$ cat src/rtl/seg7_pkg.sv
// Shared types and constants for the 7-segment scan controller.
package seg7_pkg;
  typedef enum logic {S_BLANK, S_SHOW} scan_state_t;
  localparam logic [7:0] SEG_OFF = 8'h00;
  localparam int DP_BIT = 7;
endpackage

$ cat src/rtl/seg7_scan_ctrl_dec.sv
// Hex nibble to active-high segments, bit order g..a.
module seg7_scan_ctrl_dec (
  input  logic [3:0] nib,
  output logic [6:0] seg
);
  always_comb begin
    seg = 7'h00;
    case (nib)
      4'h0: seg = 7'h3F;
      4'h1: seg = 7'h06;
      4'h2: seg = 7'h5B;
      4'h3: seg = 7'h4F;
      4'h4: seg = 7'h66;
      4'h5: seg = 7'h6D;
      4'h6: seg = 7'h7D;
      4'h7: seg = 7'h07;
      4'h8: seg = 7'h7F;
      4'h9: seg = 7'h6F;
      4'hA: seg = 7'h77;
      4'hB: seg = 7'h7C;
      4'hC: seg = 7'h39;
      4'hD: seg = 7'h5E;
      4'hE: seg = 7'h79;
      4'hF: seg = 7'h71;
      default: seg = 7'h00;
    endcase
  end
endmodule

$ cat src/rtl/seg7_scan_ctrl.sv
// Time-multiplexed scanner for a common-bus 7-segment display with
// blanking gaps and frame-boundary double buffering.
module seg7_scan_ctrl
  import seg7_pkg::*;
#(
  parameter int NDIGITS = 4,
  parameter int DWELL   = 50000,
  parameter int BLANK   = 500
) (
  input  logic                   clk,
  input  logic                   reset,
  input  logic [4*NDIGITS-1:0]   value,
  input  logic [NDIGITS-1:0]     dp_mask,
  input  logic [NDIGITS-1:0]     en_mask,
  input  logic                   wr,
  output logic [7:0]             leds,
  output logic [NDIGITS-1:0]     ct,
  output logic                   frame_start
);
  localparam int MAXC = (DWELL > BLANK) ? DWELL : BLANK;
  localparam int CW   = (MAXC > 1) ? $clog2(MAXC) : 1;
  localparam int DW   = $clog2(NDIGITS);

  scan_state_t           state;
  logic [CW-1:0]         cnt;
  logic [DW-1:0]         d;
  logic [4*NDIGITS-1:0]  shown_val, pend_val, use_val;
  logic [NDIGITS-1:0]    shown_dp, shown_en, pend_dp, pend_en, use_dp, use_en;
  logic                  pend_valid;
  logic                  blank_done, show_done, swap, lit;
  logic [3:0]            nib;
  logic [6:0]            seg;
  logic [7:0]            lit_leds;
  logic [NDIGITS-1:0]    onehot;

  assign blank_done = (state == S_BLANK) && (cnt == CW'(BLANK - 1));
  assign show_done  = (state == S_SHOW)  && (cnt == CW'(DWELL - 1));
  assign swap       = blank_done && (d == '0) && pend_valid;

  // Digit 0 of a new frame must already use the freshly swapped buffer.
  assign use_val = swap ? pend_val : shown_val;
  assign use_dp  = swap ? pend_dp  : shown_dp;
  assign use_en  = swap ? pend_en  : shown_en;

  assign nib    = use_val[4*int'(d) +: 4];
  assign lit    = use_en[d];
  assign onehot = NDIGITS'(1) << d;

  seg7_scan_ctrl_dec u_dec (.nib(nib), .seg(seg));

  always_comb begin
    lit_leds         = {1'b0, seg};
    lit_leds[DP_BIT] = use_dp[d];
  end

  always_ff @(posedge clk or posedge reset) begin
    if (reset) begin
      state       <= S_BLANK;
      cnt         <= '0;
      d           <= '0;
      ct          <= '0;
      leds        <= SEG_OFF;
      frame_start <= 1'b0;
      shown_val   <= '0;
      shown_dp    <= '0;
      shown_en    <= '0;
      pend_val    <= '0;
      pend_dp     <= '0;
      pend_en     <= '0;
      pend_valid  <= 1'b0;
    end else begin
      frame_start <= 1'b0;
      case (state)
        S_BLANK: begin
          if (blank_done) begin
            state       <= S_SHOW;
            cnt         <= '0;
            frame_start <= (d == '0);
            ct          <= lit ? onehot : '0;
            leds        <= lit ? lit_leds : SEG_OFF;
            if (swap) begin
              shown_val  <= pend_val;
              shown_dp   <= pend_dp;
              shown_en   <= pend_en;
              pend_valid <= 1'b0;
            end
          end else begin
            cnt <= cnt + 1'b1;
          end
        end
        S_SHOW: begin
          if (show_done) begin
            state <= S_BLANK;
            cnt   <= '0;
            d     <= (d == DW'(NDIGITS - 1)) ? '0 : d + 1'b1;
            ct    <= '0;
            leds  <= SEG_OFF;
          end else begin
            cnt <= cnt + 1'b1;
          end
        end
        default: state <= S_BLANK;
      endcase
      // A write on the swap edge lands after the swap, so it wins pend_valid.
      if (wr) begin
        pend_val   <= value;
        pend_dp    <= dp_mask;
        pend_en    <= en_mask;
        pend_valid <= 1'b1;
      end
    end
  end
endmodule

$ cat config.mk
export PLATFORM = sky130hd
export DESIGN_NAME = seg7_scan_ctrl
export DESIGN_NICKNAME = d
export VERILOG_FILES = /design/src/rtl/seg7_pkg.sv /design/src/rtl/seg7_scan_ctrl_dec.sv /design/src/rtl/seg7_scan_ctrl.sv
export SDC_FILE = /design/constraint.sdc
export NUM_CORES = 1
export LEC_CHECK = 0
export BUFFER_PORTS_ARGS = -buffer_cell sky130_fd_sc_hd__buf_2
export CAP_MARGIN = 25
export CORE_MARGIN = 2
export CORE_UTILIZATION = 50
export DETAILED_ROUTE_END_ITERATION = 8
export PLACE_DENSITY_LB_ADDON = 0.05
export SLEW_MARGIN = 5
export SYNTH_ARGS = -nofsm -noshare
export SYNTH_HDL_FRONTEND = slang
export SYNTH_SLANG_ARGS = --single-unit
$ cat constraint.sdc
create_clock -name clk -period 4.9 [get_ports clk]
set_clock_uncertainty 0.15 [all_clocks]
set_input_delay 0.245 -clock clk [delete_from_list [all_inputs] [get_ports clk]]
set_output_delay 0.245 -clock clk [all_outputs]
set_load 0.03 [all_outputs]
* Yosys cells after proc, flatten, opt, wreduce, memory -nomap -nowiden *
Memory sizes are Yosys's and may differ from the RTL's.
Cells that the tools add are included.

storage, ports and cells
  register bits after elaboration = 81
  ROM bits = 112
  bits of input ports = 27
  output and inout port bits = 13
  logic and storage cells = 65
  memories = 1

cells by class
  $add $sub $neg = 2
  magnitude comparators = 1
  equality and inequality tests = 6
  shifts and indexed selects = 2
  mux-type cells = 28
  bitwise operators = 1
  reduce and logical (&&, ||, !) cells = 11

memories
  memory           words  bits a word  rd ports  clocked after memory_dff  write ports  RTL line                 text
  (no name shown)  16     7            1         0                         0            seg7_scan_ctrl_dec.sv:8  case (nib)

operators with widths
  operator                                            count
  2-to-1 mux 16 bit                                   3
  one-hot mux 16 bit (2 select lines)                 1
  2-to-1 mux 8 bit                                    3
  2-to-1 mux 4 bit                                    5
  adder 16 x 1 -> 16 bit, second input constant       1
  == test 16 bit, second input constant               1
  == test 16 x 9 -> 1 bit, second input constant      1
  one-hot mux 8 bit (2 select lines)                  1
  indexed part select 16 x 5 -> 4 bit                 1
  2-to-1 mux 1 bit                                    10
  one-hot mux 4 bit (2 select lines)                  1
  AND reduction 2 bit                                 3
  binary-select mux 1 bit (select 2 bit)              2
  logical AND 1 bit                                   4
  != test 2 bit, second input constant                2
  nonzero test 2 bit                                  2
  left shift 1 x 2 -> 4 bit, first input constant     1
  < comparator 2 x 3 -> 1 bit, second input constant  1
  AND reduction 3 bit                                 1
  adder 2 x 1 -> 2 bit, second input constant         1
  == test 2 bit, second input constant                1
  zero test 2 bit                                     1
  2-to-1 mux 2 bit                                    1
  != test 2 x 1 -> 1 bit, second input constant       1
  2 further kinds                                     2

* Longest topological paths before layout *
  depth in word-level cells = 10
  depth in mapped cells = 14
  gate-level depth less buffers = 12

* Modules after synthesis *
A second synthesis with hierarchy kept.

unflattened totals
  cell total of the unflattened synthesis = 294
  area total of the unflattened synthesis = 3887.5 µm²

by module, submodules not included
  module              instances  cells an instance  area an instance (µm²)  sequential area each (µm²)
  seg7_scan_ctrl      1          261                3599.7                  2026.9
  seg7_scan_ctrl_dec  1          33                 287.8                   0.0

* Worst setup path after synthesis *
OpenSTA, ideal clock, no wires.

  kind = register to register
  from = reg cnt[0]
  to = reg leds[6]
  library setup time = 0.064 ns
  arrival = 3.637 ns
  required time = 4.686 ns
  setup slack = 1.048 ns
  stages on the path, launching flop included = 13
  path buffers = 1
  clock period less this slack = 3.852 ns
  cell sequence = dfrtp_1 > ha_1 > or4b_1 > or4_4 > nor2_8 > buf_12 > mux4_2 > mux2i_1 > inv_1 > ha_1 > mux2_2 > a221oi_1 > a21o_1

between the ends
  word-level cells in the longest chain between the ends = 10
  elaborated cells between the ends (all ways) = 18
  those cells by class = eq/ne (4); shift (1); mux (7); reduce/logical (5); memory (1)

RTL lines
  what                                                                                           RTL line                                    text
  from (decl)                                                                                    seg7_scan_ctrl.sv:25                        logic [CW-1:0] cnt;
  from (signal assigned)                                                                         seg7_scan_ctrl.sv:88                        cnt <= cnt + 1'b1;
  from (signal assigned)                                                                         seg7_scan_ctrl.sv:99                        cnt <= cnt + 1'b1;
  == test 16 x 9 -> 1 bit                                                                        seg7_scan_ctrl.sv:36                        assign blank_done = (state == S_BLANK) && (cnt == CW'(BLANK - 1));
  logical AND 1 bit                                                                              seg7_scan_ctrl.sv:36
  logical AND 1 bit (2 in series)                                                                seg7_scan_ctrl.sv:38                        assign swap = blank_done && (d == '0) && pend_valid;
  2-to-1 mux 16 bit or 2-to-1 mux 4 bit (tied branches)                                          -
  indexed part select 16 x 5 -> 4 bit or binary-select mux 1 bit (select 2 bit) (tied branches)  seg7_scan_ctrl.sv:45, seg7_scan_ctrl.sv:46
  memory (16 x 7 bit) or 2-to-1 mux 1 bit (tied branches)                                        -
  2-to-1 mux 8 bit                                                                               seg7_scan_ctrl.sv:80                        leds <= lit ? lit_leds : SEG_OFF;
  2-to-1 mux 8 bit                                                                               seg7_scan_ctrl.sv:75                        if (blank_done) begin
  one-hot mux 8 bit (2 select lines)                                                             seg7_scan_ctrl.sv:73                        case (state)
  to (signal assigned)                                                                           seg7_scan_ctrl.sv:80
  to (decl)                                                                                      seg7_scan_ctrl.sv:16                        output logic [7:0] leds,

Parallel ways exist; a longest one is shown, timed or not. The select of a mux whose other input is x is not followed.
A chain may end at the register's enable or synchronous reset.

* Worst setup path after layout *
Ends and elaborated chain as after synthesis.

==> metrics.md <==
| Metric | Value |
|---|---|
| Status | `finished clean` |
| DRT Wirelength | `6.72 mm` |
| Syn Inst Count | `295` |
| Die Span X | `91.0 microns` |
| Starting Density | `51.9%` |
| Pleak | `2.17 nW` |
| Final period utilization | `86.4%` |
| Fraction of synthesized area in multiplexers | `21.3%` |
| Startpoint types | `register` |
| RSZ-0062 raised after global routing | `false` |
| Clock latency on the worst-skew pair | `0.34 ns` |
| DRC | `0` |
| Worst-Margin Slew | `0.657 ns` |
| Post-synthesis register bit count | `81` |
| Fmax | `236 MHz` |
| Number of synthesized flops with an enable pin | `0` |
| Nets | `398` |
| Area grow syn2layout | `19.2%` |
| Clock power share | `40.6%` |
| Core footprint | `7290 sq um` |
| Root Driver | `clkbuf_8` |
| Ys flop type | `dfrtp_1` |
| Global Route Usage Sum | `18.3%` |
| Clock slew at reported path FFs | `0.08 ns` |
| Simple-Gate Fraction of Synth Area | `10.3%` |
| Fill cells | `630` |
| CP arrival | `4.36 ns` |
| Worst r2r src | `cnt[0]$_DFF_PP0_` |
| Fin Setup TNS | `0 ns` |
| Max VDD drop | `0.217 mV` |
| Worst reg2reg setup slack | `0.67 ns` |
| Initial DRC Count | `66` |
| Slew HR | `56.1%` |
| Number of diodes | `0` |
| Vias in the first global route | `2526` |
| FF-to-FF path depth | `11` |
| Num rows | `31` |
| Vias | `2408` |
| Internal Pwr Total | `1.01 mW` |
| Total grt overflow | `0` |
| Post-Synth XOR/XNOR Area | `3.47%` |
| Placed wire-length estimate | `4.64 mm` |
| CP required | `5.03 ns` |
| Hold_ws | `0.284 ns` |
| Final ANT Viol Nets | `0` |
| Share of layout cells above drive strength 1 | `32.4%` |
| Antenna violations before repair | `0` |
| First-pass GRT wire length | `12.0 mm` |
| H-tree depth | `3` |
| RR Endpoint | `leds[6]$_DFFE_PP0P_` |
| CP Class | `reg2reg` |
| CP Max Fanout | `19` |
| Mapped cell area | `3790 sq um` |
| Syn nets | `333` |
| Worst hold path class | `in2reg` |
| Synth cell types | `45` |
| DR vias/cell | `5.20` |
| Io pins | `40` |
| Slew Viols, Final | `0` |
| Final hold violations | `0` |
| CTS tree | `done` |
| Pin count of the biggest net entering global routing | `44` |
| Global placer's final weighted congestion | `0.753` |
| Post-Syn Area per Cell | `12.8 sq um` |
| Post-DR wirelength/cell | `14.5 microns` |
| Synth Area in Compound Gates | `4.63%` |
| Crit. End Element | `register` |
| Adder-Cell Fraction of Synth Area | `3.64%` |
| Crit path from | `cnt[0]$_DFF_PP0_` |
| Post-CTS sizing | `0` |
| Multi-input logic area | `1640 sq um` |
| Psw | `0.277 mW` |
| Worst Setup EP | `leds[6]$_DFFE_PP0P_` |
| Ys Warns | `0` |
| Maxcap violations | `0` |
| Clock sinks | `81` |
| Num CTS Buffers | `9` |
| Endpoints failing setup | `0` |
| Async S/R FF share, synth | `100%` |
| Die area | `8280 sq um` |
| Number of iterations in the first detailed-routing pass | `4` |
| Sw frac | `21.4%` |
| Tmin final | `4.23 ns` |
| Clk buf depth | `2` |
| Sequential cell area | `2030 sq um` |
| Comb power frac | `5.0%` |
| Port Buffers | `39` |
| PD cells | `286 nW/um^2` |
| Largest family of logic cells by synthesized area | `multiplexers` |
| Register share of total power | `54.3%` |
| Die Ht | `91.0 microns` |
| Seq/Total Area, Yosys | `53.5%` |
-- layout make-up --
type	instances	area share, %
sequential	81	44.9
multi-input combinational	191	36.3
timing repair buffer	67	10.4
clock buffer	9	2.74
tap	99	2.74
clock inverter	6	2.02
inverter	10	0.859
-- per-stage QoR --
step | cell area, sq um | total power, mW | setup WS [ns] | utilization (%) | instances
after floorplan | 3790 | 0.744 | 1.05 | - | 295
after global placement | 4040 | 0.765 | 0.809 | 55.4 | 422
after detailed placement | 4050 | 0.767 | 0.679 | 55.5 | 423
after CTS | 4510 | 1.32 | 0.645 | 61.9 | 463
after global routing | 4510 | 1.35 | 0.362 | 61.9 | 463
final | 4510 | 1.29 | 0.666 | 61.9 | 463
-- cells in the final DEF, fill, tap and decap left out, types with 2 or more instances in the layout --
master	Yosys	final
a21o_1	3	3
a221oi_1	2	2
a22o_1	3	3
and2_1	2	2
buf_2	1	39
buf_4	0	3
bufinv_16	0	2
clkbuf_8	0	9
clkinv_2	0	2
clkinv_4	0	2
dfrtp_1	81	81
dlygate4sd3_1	0	25
ha_1	11	11
inv_1	8	7
mux2_1	2	2
mux2_2	46	46
mux2_4	4	4
mux2i_1	7	7
mux4_2	6	6
nand2_1	21	21
nand2b_1	2	2
nand3_1	10	10
nand4_1	6	6
nor2_1	22	22
nor4_1	2	2
o21ai_0	4	4
o21ai_1	2	2
o22ai_1	2	2
or3_1	3	3
or4_4	2	2
or4b_1	2	2
xnor2_1	10	10
xor2_1	5	5
-- cell usage after synthesis, types with 3 or more instances --
master | n | area share [%]
dfrtp_1 | 81 | 54
mux2_2 | 46 | 14
nor2_1 | 22 | 2.2
nand2_1 | 21 | 2.1
ha_1 | 11 | 3.6
nand3_1 | 10 | 1.3
xnor2_1 | 10 | 2.3
clkbuf_1 | 8 | 0.79
inv_1 | 8 | 0.79
mux2i_1 | 7 | 1.9
mux4_2 | 6 | 3.6
nand4_1 | 6 | 0.99
xor2_1 | 5 | 1.2
mux2_4 | 4 | 1.6
o21ai_0 | 4 | 0.53
a21o_1 | 3 | 0.59
a22o_1 | 3 | 0.69
or3_1 | 3 | 0.50
-- worst min path at each step --
stage,from,end,cells after the start
3_5_place_dp,reset,shown_dp[1]$_DFFE_PP0P_,2
3_3_place_gp,reset,shown_dp[1]$_DFFE_PP0P_,2
5_1_grt,wr,pend_valid$_DFFE_PP0P_,2
6_report,wr,pend_valid$_DFFE_PP0P_,2
2_1_floorplan,dp_mask[3],pend_dp[3]$_DFFE_PP0P_,1
4_1_cts,wr,pend_valid$_DFFE_PP0P_,2
-- cells by family (layout without fill, tap and decap cells) --
family	Yosys count	after routing
buffers and inverters	23	92
muxes	65	65
AOI/OAI and AO/OA	24	24
and+or+nand+nor	76	76
DFF	81	81
xor gates and xnor gates	15	15
adders and majority gates	11	11
-- worst max-delay path, cell delays in order, from the launching register on --
cell and delay (ns):
dfrtp_1 0.39, ha_1 0.22, or4b_1 0.47, or4_4 0.59, nor2_8 0.34, mux4_2 0.54
mux2i_1 0.44, inv_1 0.13, ha_1 0.25, mux2_2 0.27, a221oi_1 0.27, a21o_1 0.12
-- power by group through the flow --
| stage | logic, mW | clock network, mW | registers [mW] |
|---|---|---|---|
| 2_1_floorplan | 0.0354 | 0 | 0.709 |
| 3_3_place_gp | 0.0502 | 0 | 0.714 |
| 3_5_place_dp | 0.0515 | 0 | 0.715 |
| 4_1_cts | 0.0667 | 0.548 | 0.702 |
| 5_1_grt | 0.0736 | 0.577 | 0.704 |
| 6_report | 0.0649 | 0.524 | 0.701 |
-- flip-flops by register name, indices dropped and copies added, names as in the netlist --
name,cells
pend_en,4
shown_en,4
state,1
pend_valid,1
shown_dp,4
shown_val,16
ct,4
frame_start,1
cnt,16
pend_dp,4
leds,8
d,2
pend_val,16
-- per-layer routing --
layer,vias up,track usage (%),wire length (microns)
li1,1170,-,-
met1,1188,24.9,3310
met2,44,29.0,3140
met3,6,5.23,206
met4,0,4.55,70
met5,-,0,0
-- what timing repair did --
action / in CTS / in global routing
hold endpoints to repair: 62 / 0
setup buffers: 0 / 0
hold buffers: 25 / 0
Note: power is estimated with default switching activity, not from simulation.
